[src/rtl/if_fetch_queue.sv]
// if_fetch_queue: instruction-fetch stage between the PC register and decode.
//   Issues pc_i to instruction memory over a req/gnt port, collects in-order
//   responses of any latency, and buffers {pc, instr} pairs in a DEPTH-entry
//   queue presented to decode over a valid/ready handshake. A redirect flush
//   empties the queue and counts the still-outstanding responses so they are
//   discarded when they eventually return.
// Ports:
//   CLK, RESET        clock, synchronous active-high reset
//   pc_i, flush_i     current PC and redirect strobe from the PC stage
//   fetch_stall_o     1 = hold the PC (no request accepted this cycle)
//   imem_req_o/addr_o fetch request and address; imem_gnt_i accepts it
//   imem_rvalid_i/rdata_i  in-order fetch responses
//   id_valid_o/ready_i     decode handshake; id_pc_o/id_instr_o head entry
module if_fetch_queue #(
    parameter int DEPTH = 4,
    parameter int XLEN  = 32
) (
    input  logic            CLK,
    input  logic            RESET,
    input  logic [XLEN-1:0] pc_i,
    input  logic            flush_i,
    output logic            fetch_stall_o,
    output logic            imem_req_o,
    output logic [XLEN-1:0] imem_addr_o,
    input  logic            imem_gnt_i,
    input  logic            imem_rvalid_i,
    input  logic [XLEN-1:0] imem_rdata_i,
    output logic            id_valid_o,
    input  logic            id_ready_i,
    output logic [XLEN-1:0] id_pc_o,
    output logic [XLEN-1:0] id_instr_o
);
    localparam int AW = $clog2(DEPTH);
    localparam int CW = $clog2(DEPTH + 1);
    localparam logic [CW:0]   FULL = (CW+1)'(DEPTH);
    localparam logic [CW-1:0] ONE  = CW'(1);
    localparam logic [AW-1:0] AONE = AW'(1);
    logic [XLEN-1:0] pc_q    [DEPTH];
    logic [XLEN-1:0] instr_q [DEPTH];
    logic [AW-1:0]   rd_ptr, fill_ptr, wr_ptr;
    logic [CW-1:0]   n_res, n_fill, drop_cnt, pending;
    logic            accept, drop, fill, pop, resp_taken;

    assign pending       = n_res - n_fill;
    // Credit covers both live slots and responses still owed from before a flush.
    assign imem_req_o    = ~RESET & ~flush_i & (({1'b0, n_res} + {1'b0, drop_cnt}) < FULL);
    assign imem_addr_o   = pc_i;
    assign accept        = imem_req_o & imem_gnt_i;
    assign fetch_stall_o = ~accept;
    assign drop          = imem_rvalid_i & (drop_cnt != '0);
    assign fill          = imem_rvalid_i & (drop_cnt == '0) & (pending != '0) & ~flush_i;
    // A response in the flush cycle retires one outstanding fetch, unless nothing is owed.
    assign resp_taken    = imem_rvalid_i & ((drop_cnt != '0) | (pending != '0));
    assign id_valid_o    = n_fill != '0;
    assign pop           = id_valid_o & id_ready_i & ~flush_i;
    assign id_pc_o       = pc_q[rd_ptr];
    assign id_instr_o    = instr_q[rd_ptr];

    always_ff @(posedge CLK) begin
        if (RESET) begin
            rd_ptr   <= '0;
            fill_ptr <= '0;
            wr_ptr   <= '0;
            n_res    <= '0;
            n_fill   <= '0;
            drop_cnt <= '0;
            for (int i = 0; i < DEPTH; i++) begin
                pc_q[i]    <= '0;
                instr_q[i] <= '0;
            end
        end else begin
            if (accept) begin
                pc_q[wr_ptr] <= pc_i;
                wr_ptr       <= wr_ptr + AONE;
            end
            if (fill)
                instr_q[fill_ptr] <= imem_rdata_i;
            if (flush_i) begin
                rd_ptr   <= wr_ptr;
                fill_ptr <= wr_ptr;
                n_res    <= '0;
                n_fill   <= '0;
                drop_cnt <= drop_cnt + pending - (resp_taken ? ONE : '0);
            end else begin
                rd_ptr   <= rd_ptr + (pop ? AONE : '0);
                fill_ptr <= fill_ptr + (fill ? AONE : '0);
                n_res    <= n_res + (accept ? ONE : '0) - (pop ? ONE : '0);
                n_fill   <= n_fill + (fill ? ONE : '0) - (pop ? ONE : '0);
                drop_cnt <= drop_cnt - (drop ? ONE : '0);
            end
        end
    end
endmodule

[config.mk]
export PLATFORM = sky130hd
export DESIGN_NAME = if_fetch_queue
export DESIGN_NICKNAME = d
export VERILOG_FILES = /design/src/rtl/if_fetch_queue.sv
export SDC_FILE = /design/constraint.sdc
export NUM_CORES = 1
export LEC_CHECK = 0
export CAP_MARGIN = 20
export CORE_MARGIN = 1
export CORE_UTILIZATION = 50
export DETAILED_ROUTE_END_ITERATION = 10
export GPL_ROUTABILITY_DRIVEN = 0
export HOLD_SLACK_MARGIN = 0.05
export PLACE_DENSITY_LB_ADDON = 0.08
export SLEW_MARGIN = 20
export SYNTH_ARGS = -nofsm -noshare
export SYNTH_HDL_FRONTEND = slang
export SYNTH_SLANG_ARGS = --single-unit
[constraint.sdc]
create_clock -name CLK -period 6.28 [get_ports CLK]
set_input_delay 1.256 -clock CLK [delete_from_list [all_inputs] [get_ports CLK]]
set_output_delay 1.256 -clock CLK [all_outputs]
set_load 0.1 [all_outputs]
==> impl_metrics.env <==
export IMPL_htree_levels=1
export IMPL_max_stage_delay_ps=1050
export IMPL_crit_slowest_cell="clkdlybuf4s50_1"
export IMPL_viasPerCell=5.45
export IMPL_crit_buf_inv=3
export IMPL_syn_nets=943
export IMPL_dr_pass1_iters=7
export IMPL_setup_violations_final=0
export IMPL_hold_viol_final=0
export IMPL_postSynthCellCount=855
export IMPL_grt_pass1_wl_um=40200
export IMPL_rsz0062_at_grt="no"
export IMPL_start_util=0.513
export IMPL_crit_chain="clkdlybuf4s50_1 > buf_4 > nor2_1 > nand4_1 > clkdlybuf4s50_1"
export IMPL_ys_warnings_count=0
export IMPL_vdd_drop_max_uv=213
export IMPL_ys_seq_area_frac=0.657
export IMPL_final_cell_area_mm2=0.0149
export IMPL_skew_ps=35.5
export IMPL_path_max_fanout=13
export IMPL_critPathArrivalTime_ps=3550
export IMPL_clk_latency_ps=550
export IMPL_synth_edf_count=256
export IMPL_layout_commonest_cell="edfxtp_1"
export IMPL_cts_buffer_depth=3
export IMPL_max_freq_ghz=0.208
export IMPL_grt_max_degree=85
export IMPL_drv_slew=0
export IMPL_critPathCaptureType="primary output"
export IMPL_maxCapViolations=0
export IMPL_yosysTopAreaCell="edfxtp_1"
export IMPL_stdcell_count=1319
export IMPL_crit_type="in -> out"
export IMPL_cts_sinks=271
export IMPL_grt_pass1_vias=7379
export IMPL_fin_crit_ps=4810
export IMPL_core_area_mm2=0.0237
export IMPL_synth_distinct_cells=36
export IMPL_num_io_pins=169
export IMPL_gr_total_overflow=0
export IMPL_wl_um=25700
export IMPL_antennaDiodeCount=0
export IMPL_cts_setup_buffers=0
export IMPL_finalSetupTns_ps=0
export IMPL_syn_avg_cell_area_um2=14.2
export IMPL_area_growth_synth_to_final_pct=22.6
export IMPL_cp_start_kind="input port"
export IMPL_ys_flop_type="edfxtp_1"
export IMPL_hp_class="reg -> reg"
export IMPL_wl_per_cell_um=19.5
export IMPL_maxSlewHeadroom=0.297
export IMPL_ys_async_sr_fraction=0
export IMPL_critPathTopFamily="buffers and inverters"
export IMPL_postPlaceCellArea_mm2=0.0139
export IMPL_ys_ff_latch=271
export IMPL_synthesis_area_mm2=0.0122
export IMPL_seqCellArea_mm2=0.00800
export IMPL_cts_buffers_inserted=28
export IMPL_period_share=0.765
export IMPL_fill_cells=1865
export IMPL_antenna_found_initial=0
export IMPL_multi_input_area_mm2=0.00366
export IMPL_vias=7186
export IMPL_cts_tree="built"
export IMPL_cts_root_buffer="clkbuf_16"
export IMPL_cts_repair_resize_count=0
export IMPL_final_cell_mix="256 x edfxtp_1, 169 x nor2_1, 166 x clkdlybuf4s50_1, 100 x nor3_1, 64 x mux4_2"
export IMPL_track_usage=0.214
export IMPL_die_x_um=158
export IMPL_drtIter0Drc=596
export IMPL_cts_hold_buf=0
export IMPL_crit_required_ps=5020
export IMPL_fp_dieArea_mm2=0.0249
export IMPL_power_density_mw_per_mm2=321
export IMPL_placedCellCount=1267
export IMPL_clk_pin_slew_ps=60
export IMPL_synth_area_top_cells="edfxtp_1 63%, mux4_2 12%, nor2_1 5.2%, nor3_1 4.1%, dfxtp_1 2.5%"
export IMPL_fin_nets=1068
export IMPL_drtAntennaViolNets=0
export IMPL_crit_path_frequent_cell="clkdlybuf4s50_1"
export IMPL_status="completed"
export IMPL_tightest_slew_ps=1050
export IMPL_synth_top_area_share=0.632
export IMPL_hpwl_um=14300
export IMPL_dieHeight_um=158
export IMPL_route_detailed_drc=0
export IMPL_rows=56
export IMPL_portBuffers=168
export IMPL_p_leak_nw=5.11
export IMPL_drive_gt1_frac=0.134
[layer usage]
metal	track usage	up-vias	part of all wire
met2	0.352	214	0.49
met4	0.0490	0	0.014
met1	0.307	3577	0.44
met5	0	-	0
met3	0.0268	27	0.055
li1	-	3368	-
[area by class of cell]
cell class / count / area share
Clock inverter: 11 / 0.0110
Tap cell: 319 / 0.0268
Clock buffer: 39 / 0.0498
Sequential cell: 271 / 0.537
Multi-Input combinational cell: 472 / 0.246
Timing Repair Buffer: 189 / 0.126
Inverter: 18 / 0.00454
[worst reg2reg max path, cell delays in order (launching register included)]
cell and delay (ps):
dfxtp_1 360, inv_1 60, ha_1 200, fa_1 370
xor3_2 290, o2111ai_4 210, buf_4 510, ha_1 220
inv_1 40, ha_1 180, fa_1 380, xnor2_1 180
xnor2_1 140, nor3_1 60
[cells by family after synthesis]
logic type / after synthesis / synth area share
DFF: 271 / 0.657
xor gates and xnor gates: 10 / 0.00968
and+or+nand+nor: 360 / 0.132
AOI/OAI and AO/OA: 19 / 0.0119
adders and majority gates: 18 / 0.0210
muxes: 65 / 0.119
buffers and inverters: 112 / 0.0484
[flip-flops by register name, summed over array words and instances, names as in the netlist]
name	cells
drop_cnt	3
rd_ptr	2
wr_ptr	2
n_res	3
fill_ptr	2
instr_q	128
pc_q	128
n_fill	3
[cell usage after synthesis (all sizes together), types with 2 or more instances]
| library cell | n |
|---|---|
| edfxtp | 256 |
| nor2 | 169 |
| nor3 | 100 |
| mux4 | 64 |
| buf | 60 |
| nand2 | 38 |
| nand2b | 36 |
| clkbuf | 34 |
| inv | 18 |
| dfxtp | 15 |
| ha | 14 |
| o21bai | 7 |
| a21oi | 6 |
| xnor2 | 6 |
| and2 | 4 |
| fa | 4 |
| nand4 | 4 |
| a21boi | 2 |
| nand3 | 2 |
| nor2b | 2 |
| xor2 | 2 |
[final timing paths]
path | cells after the start | end | slack (ps) | startpoint
worst max-delay path | 5 | fetch_stall_o | 1470 | flush_i
worst min-delay path | 1 | wr_ptr[0] | 550 | wr_ptr[0]
worst max register to register | 13 | n_fill[2] | 2960 | n_res[0]
worst min register to register | 1 | wr_ptr[0] | 550 | wr_ptr[0]
[through the flow]
step           hold WS, ps  power [mW]  setup WS (ps)   util
6_report               545        4.78           1470  0.629
5_1_grt                595        4.94           1320  0.629
4_1_cts                550        4.82           1400  0.627
3_5_place_dp           537        3.18           1410  0.588
3_3_place_gp           523        3.18           1490  0.588
2_1_floorplan          481        2.92           1920      -
[power breakdown]
group          total (mW)  internal [mW]  switching [mW]
registers            2.13           2.07          0.0537
logic                1.01          0.296           0.714
clock network        1.64          0.986           0.659
(Power assumes the default switching activity.)
